<file path="src/rtl/mdu_pkg.sv">
// Shared types for the multiply/divide unit: operation encodings and FSM states.
package mdu_pkg;

  typedef enum logic [2:0] {
    MULT  = 3'd0,
    MULTU = 3'd1,
    DIV   = 3'd2,
    DIVU  = 3'd3,
    MTHI  = 3'd4,
    MTLO  = 3'd5
  } mdu_op_t;

  typedef enum logic [1:0] {
    IDLE = 2'd0,
    PREP = 2'd1,
    RUN  = 2'd2,
    FIX  = 2'd3
  } mdu_state_t;

  // Signed variants need magnitude conversion up front and sign fix-up at the end.
  function automatic logic is_signed_op(input mdu_op_t op);
    return (op == MULT) || (op == DIV);
  endfunction

endpackage

</file>
<file path="src/rtl/mdu_div_step.sv">
// One combinational restoring-division iteration: shift the next dividend bit into
// the partial remainder, trial-subtract the divisor, keep the difference if it fits.
// Only compiled when MDU_DIV_EN is defined; without it the divider does not exist.
`ifdef MDU_DIV_EN
module mdu_div_step #(
  parameter int WIDTH = 32
) (
  input  logic [WIDTH-1:0] rem_in,
  input  logic             bit_in,
  input  logic [WIDTH-1:0] divisor,
  output logic [WIDTH-1:0] rem_out,
  output logic             q_bit
);

  logic [WIDTH:0] shifted;
  logic [WIDTH:0] trial;

  assign shifted = {rem_in, bit_in};
  assign trial   = shifted - {1'b0, divisor};
  assign q_bit   = (shifted >= {1'b0, divisor});
  assign rem_out = q_bit ? trial[WIDTH-1:0] : shifted[WIDTH-1:0];

endmodule
`endif

</file>
<file path="src/rtl/mul_div_unit.sv">
// Iterative multiply/divide unit owning HI/LO. Sequence IDLE -> PREP -> RUN -> FIX.
// Optional feature macro: MDU_DIV_EN (adds DIV/DIVU; otherwise those ops are ignored).
module mul_div_unit
  import mdu_pkg::*;
#(
  parameter int WIDTH           = 32,
  parameter int STEPS_PER_CYCLE = 1
) (
  input  logic             clk,
  input  logic             reset,
  input  logic             start,
  input  mdu_op_t          op,
  input  logic [WIDTH-1:0] a,
  input  logic [WIDTH-1:0] b,
  output logic             busy,
  output logic             done,
  output logic [WIDTH-1:0] hi,
  output logic [WIDTH-1:0] lo
);

  localparam int N  = WIDTH / STEPS_PER_CYCLE;
  localparam int CW = $clog2(N + 1);
  localparam logic [CW-1:0] LAST = CW'(N - 1);

  mdu_state_t             state_reg, state_next;
  mdu_op_t                op_reg;
  logic [WIDTH-1:0]       a_reg, b_reg;
  logic [2*WIDTH-1:0]     acc_reg;
  logic [CW-1:0]          cnt_reg;
  logic                   neg_q_reg, neg_r_reg;
  logic                   done_reg;
  logic [WIDTH-1:0]       hi_reg, lo_reg;

  logic                   op_ok;
  logic                   op_is_div;
  logic                   op_signed;
  logic [WIDTH-1:0]       abs_a, abs_b;
  logic [2*WIDTH-1:0]     mul_next;
  logic [2*WIDTH-1:0]     div_next;

`ifdef MDU_DIV_EN
  assign op_ok     = (op == MULT) || (op == MULTU) || (op == DIV) || (op == DIVU);
  assign op_is_div = (op_reg == DIV) || (op_reg == DIVU);

  // Restoring divider: upper half of acc is the partial remainder, lower half shifts
  // dividend bits out of the top and quotient bits in at the bottom.
  logic [WIDTH-1:0] rem_chain [0:STEPS_PER_CYCLE];
  logic [WIDTH-1:0] quo_chain [0:STEPS_PER_CYCLE];

  assign rem_chain[0] = acc_reg[2*WIDTH-1:WIDTH];
  assign quo_chain[0] = acc_reg[WIDTH-1:0];

  for (genvar gi = 0; gi < STEPS_PER_CYCLE; gi++) begin : g_div
    logic q_bit;
    mdu_div_step #(.WIDTH(WIDTH)) u_step (
      .rem_in  (rem_chain[gi]),
      .bit_in  (quo_chain[gi][WIDTH-1]),
      .divisor (b_reg),
      .rem_out (rem_chain[gi+1]),
      .q_bit   (q_bit)
    );
    assign quo_chain[gi+1] = {quo_chain[gi][WIDTH-2:0], q_bit};
  end

  assign div_next = {rem_chain[STEPS_PER_CYCLE], quo_chain[STEPS_PER_CYCLE]};
`else
  assign op_ok     = (op == MULT) || (op == MULTU);
  assign op_is_div = 1'b0;
  assign div_next  = acc_reg;
`endif

  assign op_signed = is_signed_op(op_reg);
  assign abs_a     = (op_signed && a_reg[WIDTH-1]) ? -a_reg : a_reg;
  assign abs_b     = (op_signed && b_reg[WIDTH-1]) ? -b_reg : b_reg;

  // Shift-add multiply: add multiplicand into the top half when the LSB is set, then shift right.
  always_comb begin
    logic [2*WIDTH-1:0] acc_v;
    logic [WIDTH:0]     sum_v;
    acc_v = acc_reg;
    sum_v = '0;
    for (int i = 0; i < STEPS_PER_CYCLE; i++) begin
      sum_v = {1'b0, acc_v[2*WIDTH-1:WIDTH]} + (acc_v[0] ? {1'b0, a_reg} : '0);
      acc_v = {sum_v, acc_v[WIDTH-1:1]};
    end
    mul_next = acc_v;
  end

  // State register.
  always_ff @(posedge clk) begin
    if (reset) state_reg <= IDLE;
    else       state_reg <= state_next;
  end

  // Next-state and busy decode.
  always_comb begin
    state_next = state_reg;
    busy       = 1'b0;
    case (state_reg)
      IDLE: if (start && op_ok) state_next = PREP;
      PREP: begin busy = 1'b1; state_next = RUN; end
      RUN:  begin busy = 1'b1; if (cnt_reg == LAST) state_next = FIX; end
      FIX:  begin busy = 1'b1; state_next = IDLE; end
      default: state_next = IDLE;
    endcase
  end

  // Datapath: operand capture, magnitude prep, iteration, sign fix-up and HI/LO write.
  always_ff @(posedge clk) begin
    if (reset) begin
      op_reg    <= MULT;
      a_reg     <= '0;
      b_reg     <= '0;
      acc_reg   <= '0;
      cnt_reg   <= '0;
      neg_q_reg <= 1'b0;
      neg_r_reg <= 1'b0;
      done_reg  <= 1'b0;
      hi_reg    <= '0;
      lo_reg    <= '0;
    end else begin
      done_reg <= (state_reg == FIX);
      case (state_reg)
        IDLE: begin
          if (start) begin
            if (op_ok) begin
              op_reg <= op;
              a_reg  <= a;
              b_reg  <= b;
            end else if (op == MTHI) begin
              hi_reg <= a;
            end else if (op == MTLO) begin
              lo_reg <= a;
            end
          end
        end
        PREP: begin
          a_reg     <= abs_a;
          b_reg     <= abs_b;
          cnt_reg   <= '0;
          // Divide by zero keeps the quotient all ones, so no negation for it.
          neg_q_reg <= op_signed && (a_reg[WIDTH-1] ^ b_reg[WIDTH-1])
                       && !(op_is_div && (b_reg == '0));
          neg_r_reg <= op_signed && op_is_div && a_reg[WIDTH-1];
          acc_reg   <= op_is_div ? {{WIDTH{1'b0}}, abs_a} : {{WIDTH{1'b0}}, abs_b};
        end
        RUN: begin
          cnt_reg <= cnt_reg + 1'b1;
          acc_reg <= op_is_div ? div_next : mul_next;
        end
        FIX: begin
          if (op_is_div) begin
            lo_reg <= neg_q_reg ? -acc_reg[WIDTH-1:0] : acc_reg[WIDTH-1:0];
            hi_reg <= neg_r_reg ? -acc_reg[2*WIDTH-1:WIDTH] : acc_reg[2*WIDTH-1:WIDTH];
          end else begin
            {hi_reg, lo_reg} <= neg_q_reg ? -acc_reg : acc_reg;
          end
        end
        default: ;
      endcase
    end
  end

  assign done = done_reg;
  assign hi   = hi_reg;
  assign lo   = lo_reg;

endmodule

</file>
<file path="config.mk">
export PLATFORM = sky130hd
export DESIGN_NAME = mul_div_unit
export DESIGN_NICKNAME = d
export VERILOG_FILES = /design/src/rtl/mdu_pkg.sv /design/src/rtl/mdu_div_step.sv /design/src/rtl/mul_div_unit.sv
export SDC_FILE = /design/constraint.sdc
export NUM_CORES = 1
export LEC_CHECK = 0
export ABC_AREA = 1
export BUFFER_PORTS_ARGS = -buffer_cell sky130_fd_sc_hd__buf_2
export CORE_ASPECT_RATIO = 0.8
export CORE_MARGIN = 2
export CORE_UTILIZATION = 30
export DETAILED_ROUTE_END_ITERATION = 8
export PLACE_DENSITY = 0.51
export SLEW_MARGIN = 0
export SYNTH_ARGS = -nofsm -noshare
export SYNTH_HDL_FRONTEND = slang
export SYNTH_SLANG_ARGS = --single-unit
</file>
<file path="constraint.sdc">
create_clock -name clk -period 2.5 [get_ports clk]
set_input_delay 0.5 -clock clk [delete_from_list [all_inputs] [get_ports clk]]
set_output_delay 0.5 -clock clk [all_outputs]
set_load 0.005 [all_outputs]
</file>
==> impl_results.md <==
* Leak Pwr at 8.92 nW
* Synth Area in Simple Gates at 37.8%
* Final net count at ~2800
* # port buffers at ~140
* Mapped Cells at between 2000 and 3000
* Max-Cap Viols at 0
* Non-filler instance count after layout at between 3000 and 4000
* Synth Net Count at 2667
* Die X at 254 microns
* Largest net degree at the start of global routing at 99
* Mux cell area share after synthesis at 0%
* RR Startpoint: acc_reg[0]
* Total Wirelength at about 70000 microns
* Post-CTS sizing at 0
* Floorplan core area at 0.0496 sq mm
* Critical path type: reg -> reg
* Slew headroom at between 40% and 50%
* Pre-CTS WS at 0.0760 ns
* Fillers at 5493
* Critical path launch point type: register
* DRC violations left at 0
* Row Count at 73
* Met3 Usage GRT at 4.66%
* Via density at 5.20
* Antenna violations before repair at 2
* Htree depth at 1
* # Post-CTS Setup Buffers at 0
* Crit path DAT at approximately 2.9 ns
* Routed via count at around 18000
* Die Ht at 204 microns
* Clk_lat worst skew at 0.59 ns
* First-pass GRT wire length at 104000 microns
* # IOs at 136
* Setup ws final at 0.142 ns
* CTS tree: built
* Clk pin slew, worst setup/hold paths at ~0.060 ns
* RSZ-0062 raised after global routing: no
* Grt total ovfl at 0
* P&R area growth vs syn at 18.9%
* Layout cell share with drive strength beyond 1 at 12.7%
* Largest register FFs at 64
* Post-synthesis sequential area ratio at 27.2%
* WHS Endpoint: b_reg[7]
* Commonest cells after routing, fill and taps aside: nand2_1, nor2_1, inv_1
* Synthesized area per cell at 5.88 sq um
* Drt wl/cell at 20.8 microns
* Final hold vios at 0
* GPL Wtd Cong at about 0.94
* Adder-cell share of the synthesized area at 3.55%
* Largest family of logic cells by synthesized area: simple AND/OR/NAND/NOR gates
* Crit end category: register
* Worst-margin pin slew at 0.805 ns
* HP Class: in -> reg
* Commonest non-fill, non-tap cell in the layout: nand2_1
* M2 GR Usage at 37.1%
* Starting Density at 30.3%
* First DRT Iteration DRCs at 1943
* Number of global-route vias before repair at 16200
* Crit path time final at 2.36 ns
* Clock Skew at 0.0382 ns
* N_diodes at 0
* Reg-to-reg slack, setup at 0.14 ns
* Final setup fails at 0
* Hold path startpoint: b[7]
* Met1 GRT Util at 42.8%
* Busiest grt layer: met1
* Setup TNS at 0 ns
* Peak supply drop at between 0.7 and 0.8 mV
* Period utilization at about 94%
* Post-synthesis compound-gate area fraction at around a fifth
* FF-to-FF path depth at 14
* WHS Path Cells at 3
* Reg-to-reg endpoint: acc_reg[60]
* Inst Count DP at 3351
* Run status: complete, no violations
* TritonCTS Buffers at 27
* Clock Sink Count at 204
* All-Layer GR Usage at between 20% and 30%
* Fmax at approximately 420 MHz
* Synthesized cell area at around 0.015 sq mm
* Util after Layout at 36.0%
* Synth Area in XOR/XNOR at 1.92%
* CP max FO at 33
* Count of pins over their slew limit at 0
* Required @ worst endpoint at about 3.0 ns
* Clock buffer depth at 3
* Netlist cell types at 50
* Final antenna-violating net count at 0
* Yosys reg bits at ~200
* Yosys warning total at 0
* Root Driver: clkbuf_16
* DR pass1 iterations at 8
* Post-detail-place hpwl at 56400 microns
* Number of hold buffers added after cts at 0
* Die area at 0.0519 sq mm
* Power per standard cell area at 1050 mW/mm^2
logic make-up after synthesis:
| logic type | after synthesis |
|---|---|
| XOR/XNOR | 33 |
| AND/OR/NAND/NOR | 1337 |
| adder cells (fa/ha/maj) | 42 |
| flip-flops | 204 |
| buffers and inverters | 418 |
| AO/OA/AOI/OAI | 521 |
critical path: stages (launching register included):
cell	delay, ns
dfxtp_1	0.37
buf_12	0.21
nand2_1	0.07
inv_1	0.06
ha_1	0.27
nand2_1	0.27
buf_4	0.17
inv_1	0.03
a21oi_1	0.19
nand2_1	0.13
a21oi_1	0.19
nand2_1	0.07
nand2_1	0.06
nand3_1	0.07
a21oi_1	0.13
synth_stat cells (all sizes together):
library cell,instances,area [sq um]
a31oi,8,50.1
a221oi,4,35.0
buf,28,151
o21a,1,7.51
nor3,25,130
a211oi,7,62.6
fa,1,20.0
nand3,238,1230
nand4,38,238
and2,4,25.0
nor2,323,1280
nand3b,14,105
o211a,2,20.0
ha,41,513
nor3b,1,7.51
xnor2,6,52.6
xor2,27,236
o21bai,6,45.0
a31o,1,8.76
a21o,3,22.5
o221ai,1,8.76
clkinv,2,8.75
a21oi,283,1420
dfxtp,204,4080
clkbuf,76,285
o21ai,168,893
inv,312,1170
o211ai,9,67.6
a22o,1,8.76
o22ai,26,163
a2bb2oi,1,8.76
nor4,6,37.5
or2,12,75.1
nand2,676,2550
power by group:
part | internal [W] | switching (W)
logic | 0.00291 | 0.00730
registers | 0.00377 | 0.000622
clock network | 0.00247 | 0.00168
layer usage:
metal  vias to the layer above  part of all wire, %
met2                       718                   39
met1                      8261                   51
met5                         -                    0
met4                         0                  1.6
li1                       8654                    -
met3                        59                  8.5
through the flow:
step                power (W)  hold WS, ns  cell area, sq um
floorplan              0.0110        0.450             15000
global placement       0.0144        0.461             16900
detailed placement     0.0145        0.468             16900
CTS                    0.0187        0.191             17800
global route           0.0200        0.212             17900
finish                 0.0187        0.207             17900
cell type report:
type	instances	area, sq um	area share [%]
clock buffers	37	773	4.33
inverters	314	1180	6.61
repair buffers	225	1470	8.21
clock inverters	12	151	0.848
multi-input cells	1933	9360	52.4
flip-flops and latches	204	4090	22.9
well taps	675	845	4.73
worst max path at each step:
stage | cells past startpoint | start | endpoint
2_1_floorplan | 18 | acc_reg[0] | acc_reg[63]
3_3_place_gp | 13 | acc_reg[0] | acc_reg[51]
3_5_place_dp | 13 | acc_reg[0] | acc_reg[51]
4_1_cts | 13 | acc_reg[0] | acc_reg[51]
5_1_grt | 14 | acc_reg[0] | acc_reg[60]
6_report | 14 | acc_reg[0] | acc_reg[60]
(Power assumes the default switching activity.)
